## src/rtl/multi_control_sequencer_n.sv

```systemverilog
`default_nettype none
// ============================================================================
// Module   : multi_control_sequencer_n
// Brief    : N-channel power/enable sequencer. Brings ctrl[0..N_CH-1] up in
//            order, each stage gated by its ack, with per-stage timeout,
//            bounded full-sequence retries, reverse-order shutdown and a
//            latched fault with the offending channel number.
// Revision : 1.0 - initial release
// ============================================================================
module multi_control_sequencer_n #(
    parameter int N_CH      = 3,
    parameter int TIMEOUT   = 16,
    parameter int MAX_RETRY = 2
) (
    input  logic                                  clk,
    input  logic                                  rst,
    input  logic                                  start,
    input  logic                                  stop,
    input  logic                                  fault_clr,
    input  logic [N_CH-1:0]                       ack,
    output logic [N_CH-1:0]                       ctrl,
    output logic                                  normal_start,
    output logic                                  busy,
    output logic                                  fault,
    output logic [((N_CH > 1) ? $clog2(N_CH) : 1)-1:0] fault_ch,
    output logic [2:0]                            retry_cnt
);

    localparam int c_CHW = (N_CH > 1) ? $clog2(N_CH) : 1;
    localparam int c_TW  = $clog2(TIMEOUT) + 1;

    localparam logic [2:0] c_ST_IDLE  = 3'd0;
    localparam logic [2:0] c_ST_STAGE = 3'd1;
    localparam logic [2:0] c_ST_RUN   = 3'd2;
    localparam logic [2:0] c_ST_SHDN  = 3'd3;
    localparam logic [2:0] c_ST_FAULT = 3'd4;

    // What to do once shutdown has cleared ctrl[0]
    localparam logic [1:0] c_PD_IDLE  = 2'd0;
    localparam logic [1:0] c_PD_RETRY = 2'd1;
    localparam logic [1:0] c_PD_FAULT = 2'd2;

    localparam logic [c_CHW-1:0] c_IDX_LAST = c_CHW'(N_CH - 1);
    localparam logic [c_TW-1:0]  c_TMO      = c_TW'(TIMEOUT - 1);
    localparam logic [c_TW-1:0]  c_TMAX     = '1;
    localparam logic [2:0]       c_RMAX     = 3'(MAX_RETRY);

    logic [2:0]       r_state, w_state_nxt;
    logic [c_CHW-1:0] r_idx, w_idx_nxt;
    logic [1:0]       r_pend, w_pend_nxt;
    logic [c_TW-1:0]  r_timer, w_timer_nxt;
    logic             r_start_q;
    logic [2:0]       w_retry_nxt;
    logic [c_CHW-1:0] w_fault_ch_nxt;
    logic [N_CH-1:0]  w_ctrl_nxt;
    logic             w_busy_nxt, w_fault_nxt, w_normal_nxt;

    logic             w_start_rise, w_ack_k;
    logic             w_drop_any, w_low_any;
    logic [c_CHW-1:0] w_drop_ch, w_low_ch;

    assign w_start_rise = start & ~r_start_q;
    assign w_ack_k      = ack[r_idx];

    // Lowest low ack overall (RUN check) and lowest low ack below current stage
    always_comb begin
        w_drop_any = 1'b0;
        w_drop_ch  = '0;
        w_low_any  = 1'b0;
        w_low_ch   = '0;
        for (int j = N_CH - 1; j >= 0; j--) begin
            if (!ack[j]) begin
                w_low_any = 1'b1;
                w_low_ch  = c_CHW'(j);
                if (j < int'(r_idx)) begin
                    w_drop_any = 1'b1;
                    w_drop_ch  = c_CHW'(j);
                end
            end
        end
    end

    // State register plus registered outputs taken from the next-state decode
    always_ff @(posedge clk) begin
        if (rst) begin
            r_state      <= c_ST_IDLE;
            r_idx        <= '0;
            r_pend       <= c_PD_IDLE;
            r_timer      <= '0;
            r_start_q    <= 1'b0;
            retry_cnt    <= 3'd0;
            fault_ch     <= '0;
            ctrl         <= '0;
            busy         <= 1'b0;
            fault        <= 1'b0;
            normal_start <= 1'b0;
        end else begin
            r_state      <= w_state_nxt;
            r_idx        <= w_idx_nxt;
            r_pend       <= w_pend_nxt;
            r_timer      <= w_timer_nxt;
            r_start_q    <= start;
            retry_cnt    <= w_retry_nxt;
            fault_ch     <= w_fault_ch_nxt;
            ctrl         <= w_ctrl_nxt;
            busy         <= w_busy_nxt;
            fault        <= w_fault_nxt;
            normal_start <= w_normal_nxt;
        end
    end

    // Next-state decode; priority ack-drop > timeout > stop > ack advance
    always_comb begin
        w_state_nxt    = r_state;
        w_idx_nxt      = r_idx;
        w_pend_nxt     = r_pend;
        w_timer_nxt    = r_timer;
        w_retry_nxt    = retry_cnt;
        w_fault_ch_nxt = fault_ch;
        case (r_state)
            c_ST_IDLE: begin
                if (w_start_rise) begin
                    w_state_nxt = c_ST_STAGE;
                    w_idx_nxt   = '0;
                    w_timer_nxt = '0;
                    w_retry_nxt = 3'd0;
                end
            end
            c_ST_STAGE: begin
                if (w_drop_any) begin
                    w_state_nxt    = c_ST_FAULT;
                    w_fault_ch_nxt = w_drop_ch;
                end else if (!w_ack_k && (r_timer == c_TMO)) begin
                    w_state_nxt    = c_ST_SHDN;
                    w_fault_ch_nxt = r_idx;
                    if (retry_cnt < c_RMAX) begin
                        w_retry_nxt = retry_cnt + 3'd1;
                        w_pend_nxt  = c_PD_RETRY;
                    end else begin
                        w_pend_nxt  = c_PD_FAULT;
                    end
                end else if (stop) begin
                    w_state_nxt = c_ST_SHDN;
                    w_pend_nxt  = c_PD_IDLE;
                end else if (w_ack_k) begin
                    w_timer_nxt = '0;
                    if (r_idx == c_IDX_LAST) begin
                        w_state_nxt = c_ST_RUN;
                    end else begin
                        w_idx_nxt = r_idx + 1'b1;
                    end
                end else if (r_timer != c_TMAX) begin
                    w_timer_nxt = r_timer + 1'b1;
                end
            end
            c_ST_RUN: begin
                if (w_low_any) begin
                    w_state_nxt    = c_ST_FAULT;
                    w_fault_ch_nxt = w_low_ch;
                end else if (stop) begin
                    w_state_nxt = c_ST_SHDN;
                    w_idx_nxt   = c_IDX_LAST;
                    w_pend_nxt  = c_PD_IDLE;
                end
            end
            c_ST_SHDN: begin
                if (r_idx != '0) begin
                    w_idx_nxt = r_idx - 1'b1;
                end else begin
                    case (r_pend)
                        c_PD_RETRY: begin
                            w_state_nxt = c_ST_STAGE;
                            w_timer_nxt = '0;
                        end
                        c_PD_FAULT: w_state_nxt = c_ST_FAULT;
                        default:    w_state_nxt = c_ST_IDLE;
                    endcase
                end
            end
            c_ST_FAULT: begin
                if (fault_clr) begin
                    w_state_nxt    = c_ST_IDLE;
                    w_fault_ch_nxt = '0;
                end
            end
            default: w_state_nxt = c_ST_IDLE;
        endcase
    end

    // Output decode from the next state so outputs line up with the state change
    always_comb begin
        w_ctrl_nxt   = '0;
        w_busy_nxt   = 1'b0;
        w_fault_nxt  = 1'b0;
        w_normal_nxt = 1'b0;
        case (w_state_nxt)
            c_ST_STAGE: begin
                w_busy_nxt = 1'b1;
                for (int i = 0; i < N_CH; i++) begin
                    w_ctrl_nxt[i] = (i <= int'(w_idx_nxt));
                end
            end
            c_ST_RUN: begin
                w_busy_nxt   = 1'b1;
                w_normal_nxt = 1'b1;
                w_ctrl_nxt   = '1;
            end
            c_ST_SHDN: begin
                w_busy_nxt = 1'b1;
                for (int i = 0; i < N_CH; i++) begin
                    w_ctrl_nxt[i] = (i < int'(w_idx_nxt));
                end
            end
            c_ST_FAULT: w_fault_nxt = 1'b1;
            default: ;
        endcase
    end

endmodule
`default_nettype wire

```

## config.mk

```make
export PLATFORM = sky130hd
export DESIGN_NAME = multi_control_sequencer_n
export DESIGN_NICKNAME = d
export VERILOG_FILES = /design/src/rtl/multi_control_sequencer_n.sv
export SDC_FILE = /design/constraint.sdc
export NUM_CORES = 1
export LEC_CHECK = 0
export CAP_MARGIN = 20
export CELL_PAD_IN_SITES_DETAIL_PLACEMENT = 1
export CELL_PAD_IN_SITES_GLOBAL_PLACEMENT = 1
export CORE_ASPECT_RATIO = 0.5
export CORE_MARGIN = 2
export CORE_UTILIZATION = 38
export CTS_CLUSTER_DIAMETER = 30
export DETAILED_ROUTE_END_ITERATION = 8
export GPL_ROUTABILITY_DRIVEN = 1
export PLACE_DENSITY_LB_ADDON = 0.1
export SYNTH_ARGS = -nofsm -noshare
export SYNTH_HDL_FRONTEND = slang
export SYNTH_SLANG_ARGS = --single-unit
```

## constraint.sdc

```tcl
create_clock -name clk -period 1.9 [get_ports clk]
set_input_delay 0.57 -clock clk [delete_from_list [all_inputs] [get_ports clk]]
set_output_delay 0.57 -clock clk [all_outputs]
set_load 0.03 [all_outputs]
```

* Yosys cells after proc, flatten, opt, wreduce, memory -nomap -nowiden
Cells that the tools add are included.
Storage, ports and cells: flip-flop bits (word level) 24, bits in latches 0, memory bits (writable) 0, ROM bits 0, input bits 8, output and inout port bits 11, logic and storage cells 137, memories kept 0
Cells by class: $add $sub $neg 4, multipliers 0, div/mod/pow operators 0, magnitude comparators 10, eq/ne operators 26, shift operators 0, multiplexer cells 71, bitwise gates (word level) 2, reductions and logical operators 13
Operators with widths (number):
- 2-bit two-way mux | 27
- 3-bit two-way mux | 14
- 5-bit two-way mux | 8
- 2-bit != test (second input constant) | 11
- 3-bit one-hot mux with 5 select lines | 1
- 5-bit one-hot mux with 3 select lines | 1
- 1-bit two-way mux | 13
- 3-bit by 2-bit equality test with 1-bit output (second input constant) | 4
- 3-bit one-hot mux with 2 select lines | 2
- 3-bit one-hot mux with 3 select lines | 1
- 1-bit by 2-bit less-than comparator with 1-bit output (first input constant) | 4
- 2-bit one-hot mux with 4 select lines | 1
- 8-bit AND reduction | 1
- 3-bit by 1-bit equality test with 1-bit output (second input constant) | 2
- 3-bit equality test (second input constant) | 2
- 3-bit != test (second input constant) | 2
- 2-bit one-hot mux with 3 select lines | 1
- 2-bit nonzero test | 3
- 3-bit nonzero test | 2
- 5-bit by 1-bit adder with 5-bit output (second input constant) | 1
- 5-bit by 4-bit equality test with 1-bit output (second input constant) | 1
- 5-bit != test (second input constant) | 1
- 5-bit AND reduction | 1
- 2-bit equality test (second input constant) | 2
- other kinds (19) | 20

* Depth between registers and ports, before layout
Gate-level depths: netlist of run 1.
depth in word-level cells 12, depth in mapped cells 9

* Worst setup path before layout of run 1
No wires, ideal clock.
path kind flip-flop to flip-flop, start point reg r_idx[0], end point reg ctrl[0], setup time 0.074 ns, data arrival time 1.972 ns, required time 1.826 ns, slack -0.145 ns, stages on the path, launching flop included 9, path through dfxtp_1 > inv_1 > ha_1 > or2_2 > nand4_1 > a21oi_2 > a221o_1 > and2_4 > a31oi_4
On the way: cells in the longest elaborated chain, start to end 11, elaborated cells between the ends (all ways) 39
RTL lines:
- from (decl) | RTL line 49 | logic [c_CHW-1:0] r_idx, w_idx_nxt;
- from (signal assigned) | RTL line 99 | r_idx <= w_idx_nxt;
- 2-bit less-than comparator | RTL line 75 | if (j < int'(r_idx)) begin
- 1-bit two-way mux | RTL line 75
- 1-bit two-way mux | RTL line 72 | if (!ack[j]) begin
- 1-bit two-way mux | RTL line 75
- 1-bit two-way mux | RTL line 72
- 1-bit two-way mux | RTL line 75
- 1-bit two-way mux | RTL line 72
- 2-bit two-way mux / 3-bit two-way mux (equally long branches) | RTL line 130 | if (w_drop_any) begin
- 2-bit one-hot mux with 4 select lines / 3-bit one-hot mux with 5 select lines (equally long branches) | RTL line 120 | case (r_state)
- 1-bit by 2-bit less-than comparator with 1-bit output, or another cell as far along | RTL line 211 | w_ctrl_nxt[i] = (i < int'(w_idx_nxt));
- 3-bit one-hot mux with 3 select lines * | RTL line 196 | case (w_state_nxt)
- to (signal assigned) | RTL line 105 | ctrl <= w_ctrl_nxt;
- to (decl) | RTL line 21 | output logic [N_CH-1:0] ctrl,
Every way passes the cells marked *; elsewhere a longest branch is shown, timed or not. The select of a mux whose other input is x is not followed. A chain may end at the register's enable or synchronous reset.

* Worst setup path after layout of run 1
start point reg r_idx[0], end point reg ctrl[2]
On the way: cells in the longest elaborated chain, start to end 11, elaborated cells between the ends (all ways) 40
RTL lines (RTL line):
- 2-bit less-than comparator | 75
- 1-bit two-way mux | 75
- 1-bit two-way mux | 72
- 1-bit two-way mux | 75
- 1-bit two-way mux | 72
- 1-bit two-way mux | 75
- 1-bit two-way mux | 72
- 2-bit two-way mux / 3-bit two-way mux (equally long branches) | 130
- 2-bit one-hot mux with 4 select lines / 3-bit one-hot mux with 5 select lines (equally long branches) | 120
- 2-bit less-than comparator, or another cell as far along | 211
- 3-bit one-hot mux with 3 select lines * | 196
Marks and branches as above.

==> results.cfg, run 1 <==
[outcome]
run_status = finished, violations left
violations = setup timing

[grt]
grt_use_total = 0.294
grt_max_degree = 15
antenna_found_initial = 0
grt_pass1_wl_um = 10300
grt_pass1_vias = 1888
grt-ovfl-total = 0

[synth]
synthCells = 188
synth-main-ff-cell = dfxtp_1
asyncSetResetFlopFracSynth = 0
yosysTopAreaCellShare = 0.300
synth.distinct_cells = 55
syn_area_per_cell_sq_um = 8.53
synth_area_leader_cell = dfxtp_1
syn_nets = 206
yosysWarnings = 0
ys_ff_latch = 24
syn_area_sq_mm = 0.00160
ys_seq_area_frac = 0.300
ys_top_cells_by_count = dfxtp_1, nor2_1, nor2b_1
synth-edff-count = 0
synthTopCellsByArea = dfxtp_1, ha_1, nor2_1
synth_most_common_cell = dfxtp_1

[timing]
final_hold_viol_count = 0
rsz0062_at_grt = true
worst_slack_ns = -0.107
fin_crit_sh = 1.06
slew-limit-headroom = 0.718
tns_ns = -0.535
fin_crit_ns = 2.01
fmax_mhz = 498
worstMarginPinSlew_ns = 0.423
worst_clock_skew_ns = 0.0132
setup_viol = 11
slew_viol_final = 0

[layout]
diodes = 0
area_growth_pct = 60.8
fin_nets = 279
utilization = 0.648
fill_cells = 442
fin_cells = 314
drive_gt1_frac = 0.446

[power_and_ir_drop]
leakage_nw = 1.11
peakVddDrop_v = 0.000360
cellPowerDensity_mw_per_mm2 = 736

[clock_network]
cts_tree = yes
clk_latency_ns = 0.28
cts_buffers = 3
clk_path_buf_depth = 2
cts.sink_count = 24
htree_levels = 1
clkTransAtPathRegs_ns = 0.11
cts-root-buf = clkbuf_8
hold_buffers = 0

[worst_hold_path]
holdPathStages = 2
hold_class = reg -> reg
hold_start = fault_ch[1]

[routing]
drc = 0
first_iter_violations = 125
vias = 1851
drt_first_pass_iters = 4
wl_per_cell_um = 22.7
drt-total-wl_um = 7120
vias_per_cell = 5.89
postRouteAntennaNets = 0

[worst_setup_path]
critical_path_class = reg -> reg
worst_setup_path_start_kind = flip-flop
crit_required_ns = 2.10
critical_path_peak_fanout = 4
rr_startpoint = r_idx[0]
startpoint = r_idx[0]
worstSetupEndpointType = flip-flop
arrival_ns = 2.21
rr_worst_depth = 10

[floorplanning]
die-area_sq_mm = 0.00479
start_util = 0.403
die_w_um = 95.9
io_pins = 19
core_area_sq_mm = 0.00398
rows = 16
fp.dieH_um = 49.9

[placement]
preCtsSetupSlack_ns = -0.685
gp_congestion = 0.899
hpwl_um = 4190
dp.cells = 305
port_buffers = 18

[flow_run]
cap_viol_max_count = 0
[cells in the final DEF, fill, tap and decap left out, types with 3 or more instances in the layout]
master | Yosys | final
nor3_1 | 4 | 4
buf_6 | 1 | 6
clkdlybuf4s15_2 | 0 | 3
nor2b_1 | 11 | 10
nand2b_1 | 5 | 4
a21oi_2 | 2 | 7
a21oi_1 | 9 | 3
nor2_1 | 23 | 22
dlymetal6s2s_1 | 0 | 6
dfxtp_1 | 24 | 21
clkbuf_8 | 0 | 3
nand3_2 | 0 | 3
ha_1 | 10 | 6
clkdlybuf4s50_1 | 0 | 5
a31oi_4 | 1 | 4
inv_1 | 8 | 7
mux2i_1 | 6 | 6
buf_4 | 1 | 51
nand2_1 | 10 | 9
nand4_1 | 3 | 3
o21ai_0 | 9 | 4
o21ai_2 | 2 | 4
a22oi_1 | 3 | 3
o21ai_1 | 2 | 4
dlygate4sd2_1 | 0 | 4
[area by class of cell]
cell class	count	area (sq um)	area share
inverters	8	32.5	0.0126
repair buffers	75	644	0.250
multi-input cells	149	1270	0.494
clock buffers	3	41.3	0.0160
well taps	54	67.6	0.0262
clock inverters	1	30.0	0.0116
flip-flops and latches	24	489	0.190
[what timing repair did]
item                                    in CTS  in global routing
pin swaps                                   12                  7
buffers inserted                             4                  2
endpoints found under the setup margin      26                 25
resized for setup                           43                 30
[state kept, by name, indices dropped and copies added, names as in the netlist]
signal        cells
busy              1
ctrl              3
fault             1
fault_ch          2
normal_start      1
r_idx             2
r_pend            2
r_start_q         1
r_state           3
r_timer           5
retry_cnt         3
[metrics by stage]
step                total power [W]  hold slack [ns]  area [sq um]
floorplan                  0.000971            0.452          1620
global placement            0.00124            0.467          2220
detailed placement          0.00126            0.484          2220
CTS                         0.00180            0.502          2440
global route                0.00197            0.539          2580
finish                      0.00190            0.514          2580
[routing by layer]
layer | wire [um] | global-route usage
met5 | 0 | 0
met4 | 244 | 0.0667
met3 | 379 | 0.0688
met2 | 3390 | 0.520
met1 | 3110 | 0.361
[critical path: stages, from the launching register on]
cell	delay, ns
dfxtp_4	0.37
buf_6	0.12
ha_4	0.17
nor3b_4	0.35
nor4_4	0.10
buf_6	0.15
a31oi_4	0.16
o2bb2ai_2	0.09
buf_4	0.14
a21o_1	0.14
a21oi_1	0.14
[power breakdown]
group	switching, W	total, W	internal [W]
clock network	0.000196	0.000478	0.000282
logic	0.000470	0.000843	0.000373
registers	0.0000344	0.000579	0.000545
[path summary, 6_finish.rpt]
| check | end | slack, ns |
|---|---|---|
| worst min register to register | fault_ch[1] | 0.51 |
| worst min-delay path | fault_ch[1] | 0.51 |
| worst max register to register | ctrl[2] | -0.11 |
| worst max-delay path | ctrl[2] | -0.11 |
[logic make-up (layout without fill, tap and decap cells)]
logic type               after synthesis  in the layout  share of synthesized area
flip-flops                            24             24                      0.300
AO/OA/AOI/OAI                         52             52                      0.247
AND/OR/NAND/NOR                       77             77                      0.266
buffers and inverters                 15             87                     0.0437
XOR/XNOR                               1              1                    0.00546
adder cells (fa/ha/maj)               10             10                     0.0780
multiplexers                           9              9                     0.0601
Note: power is estimated with default switching activity, not from simulation.
==> inputs of run 2 (changes only) <==
- HOLD_SLACK_MARGIN: unset -> 0.12
- SKIP_LAST_GASP: unset -> 1
==> run 2 against run 1 <==
Against the previous run:
- the flow still finishes with violations (setup timing)
- sequential power is essentially flat
- utilization shrank 0.60 points
- power shrank 0.59%
- combinational power shrank 1%
- non-clock buffer count is the same
- routed wire length shrank 0.91%
- critical endpoint is now ctrl[0]
- largest cell class unchanged
==> results.cfg, run 2 (synthesis gave the netlist of run 1 again) <==
[outcome]
run_status = finished, violations left
violations = setup timing

[worst_setup_path]
max_stage_delay_ns = 0.38
worstSetupEndpointType = flip-flop
critical_path_class = reg -> reg
startpoint = r_idx[0]
rr_startpoint = r_idx[0]
cpMaxStageDelayCell = a221o_1
r2r_setup_slack_ns = -0.11
timing.rr.end = ctrl[0]
critical_path_peak_fanout = 4
worst_setup_path_start_kind = flip-flop
crit_required_ns = 2.07
endpoint = ctrl[0]
rr_worst_depth = 8
cp_cell_sequence = buf_6 > ha_4 > nor3b_4 > nor3_1 > a221o_1 > o21ai_2 > buf_4 > a31oi_4
arrival_ns = 2.18

[floorplanning]
start_util = 0.403
die-area_sq_mm = 0.00479
die_w_um = 95.9
rows = 16
core_area_sq_mm = 0.00398
fp.dieH_um = 49.9
io_pins = 19

[placement]
gp_congestion = 0.899
dp.cells = 305
hpwl_um = 4190
port_buffers = 18

[routing]
first_iter_violations = 133
drt_first_pass_iters = 4
drc = 0
postRouteAntennaNets = 0
drt-total-wl_um = 7050
vias = 1836
vias_per_cell = 5.85
wl_per_cell_um = 22.5

[layout]
layout_commonest_cell = buf_4
fin_cells = 314
most-common-layout-cells = buf_4, nor2_1, dfxtp_1
top_register = r_timer
fin_nets = 279
utilization = 0.642
drive_gt1_frac = 0.435
area_growth_pct = 59.4
diodes = 0
multiInputGateArea_sq_mm = 0.00125
largest_reg_flops = 5
fill_cells = 447
seq_area_sq_um = 489

[grt]
grt_pass1_vias = 1888
grt-ovfl-total = 0
grt_pass1_wl_um = 10300
antenna_found_initial = 0
grt_use_total = 0.294
grt_max_degree = 15

[clock_network]
clk_latency_ns = 0.28
htree_levels = 1
clkTransAtPathRegs_ns = 0.10
cts_buffers = 3
cts.sink_count = 24
cts_tree = yes
clk_path_buf_depth = 2
cts-root-buf = clkbuf_8
hold_buffers = 0

[timing]
fin_crit_sh = 1.06
setup_viol = 9
final_hold_viol_count = 0
worst_slack_ns = -0.108
fin_crit_ns = 2.01
rsz0062_at_grt = true
slew_viol_final = 0
worstMarginPinSlew_ns = 0.420
holdWs_ns = 0.516
slew-limit-headroom = 0.720
worst_clock_skew_ns = 0.0116
fmax_mhz = 498

[power_and_ir_drop]
swShare = 0.366
seqPwrFrac = 0.307
p_sw_w = 0.000691
peakVddDrop_v = 0.000360
leakage_nw = 1.11
pwr-share-comb = 0.441
clkPwrFrac = 0.252
cellPowerDensity_mw_per_mm2 = 739
intPower_w = 0.00120

[worst_hold_path]
hold_class = reg -> reg

[flow_run]
cap_viol_max_count = 0
==> run 2: cell counts in the layout (fill, tap and decap cells not counted) <==
Identical to the previous run, type by type.
==> run 2: worst max-delay path: cells and delay by family (launching register included) <==
family          cells  cell delay [ns]
compound gates      3             0.57
fa+ha+maj           1             0.17
buf+inv             2             0.28
flops               1             0.37
simple gates        2             0.52
==> run 2: how the worst min path moves through the flow <==
stage | from | end | cells past startpoint
6_report | r_timer[3] | r_timer[3] | 2
5_1_grt | r_timer[3] | r_timer[3] | 2
4_1_cts | r_timer[3] | r_timer[3] | 2
3_5_place_dp | r_timer[3] | r_timer[3] | 2
3_3_place_gp | r_timer[3] | r_timer[3] | 2
2_1_floorplan | r_timer[3] | r_timer[3] | 2
==> run 2: routing by layer <==
metal  GRT usage  wire length, um  part of all wire
met5           0                0                 0
met4      0.0667              215             0.030
met3      0.0688              431             0.061
met1       0.361             3050              0.43
met2       0.520             3350              0.48
==> run 2: final cells by class <==
class / count / area share
multi-input cells: 149 / 0.489
inverters: 8 / 0.0127
clock inverters: 1 / 0.0117
flip-flops and latches: 24 / 0.191
repair buffers: 75 / 0.252
clock buffers: 3 / 0.0162
well taps: 54 / 0.0264
==> run 2: per-stage QoR <==
stage               cell area (sq um)  TNS [ns]  setup slack (ns)  total power, W
floorplan                        1620   -0.0870           -0.0553        0.000971
CTS                              2440    -0.154           -0.0558         0.00180
finish                           2560    -0.504            -0.108         0.00189
detailed placement               2220    -13.28            -0.685         0.00126
global placement                 2220    -11.46            -0.601         0.00124
global route                     2560     -1.47            -0.174         0.00196
==> run 2: power groups by stage <==
stage,Combinational (W),Clock (W),Sequential (W)
after floorplan,0.000327,0,0.000644
after global placement,0.000659,0,0.000583
after detailed placement,0.000677,0,0.000587
after CTS,0.000747,0.000481,0.000576
after global routing,0.000879,0.000495,0.000584
final,0.000833,0.000475,0.000580
==> run 2: repair_timing <==
item,CTS,global route
pin swaps,12,7
gates cloned,0,0
gates resized for setup,43,26
buffers inserted,4,2
endpoints found under the setup margin,26,25
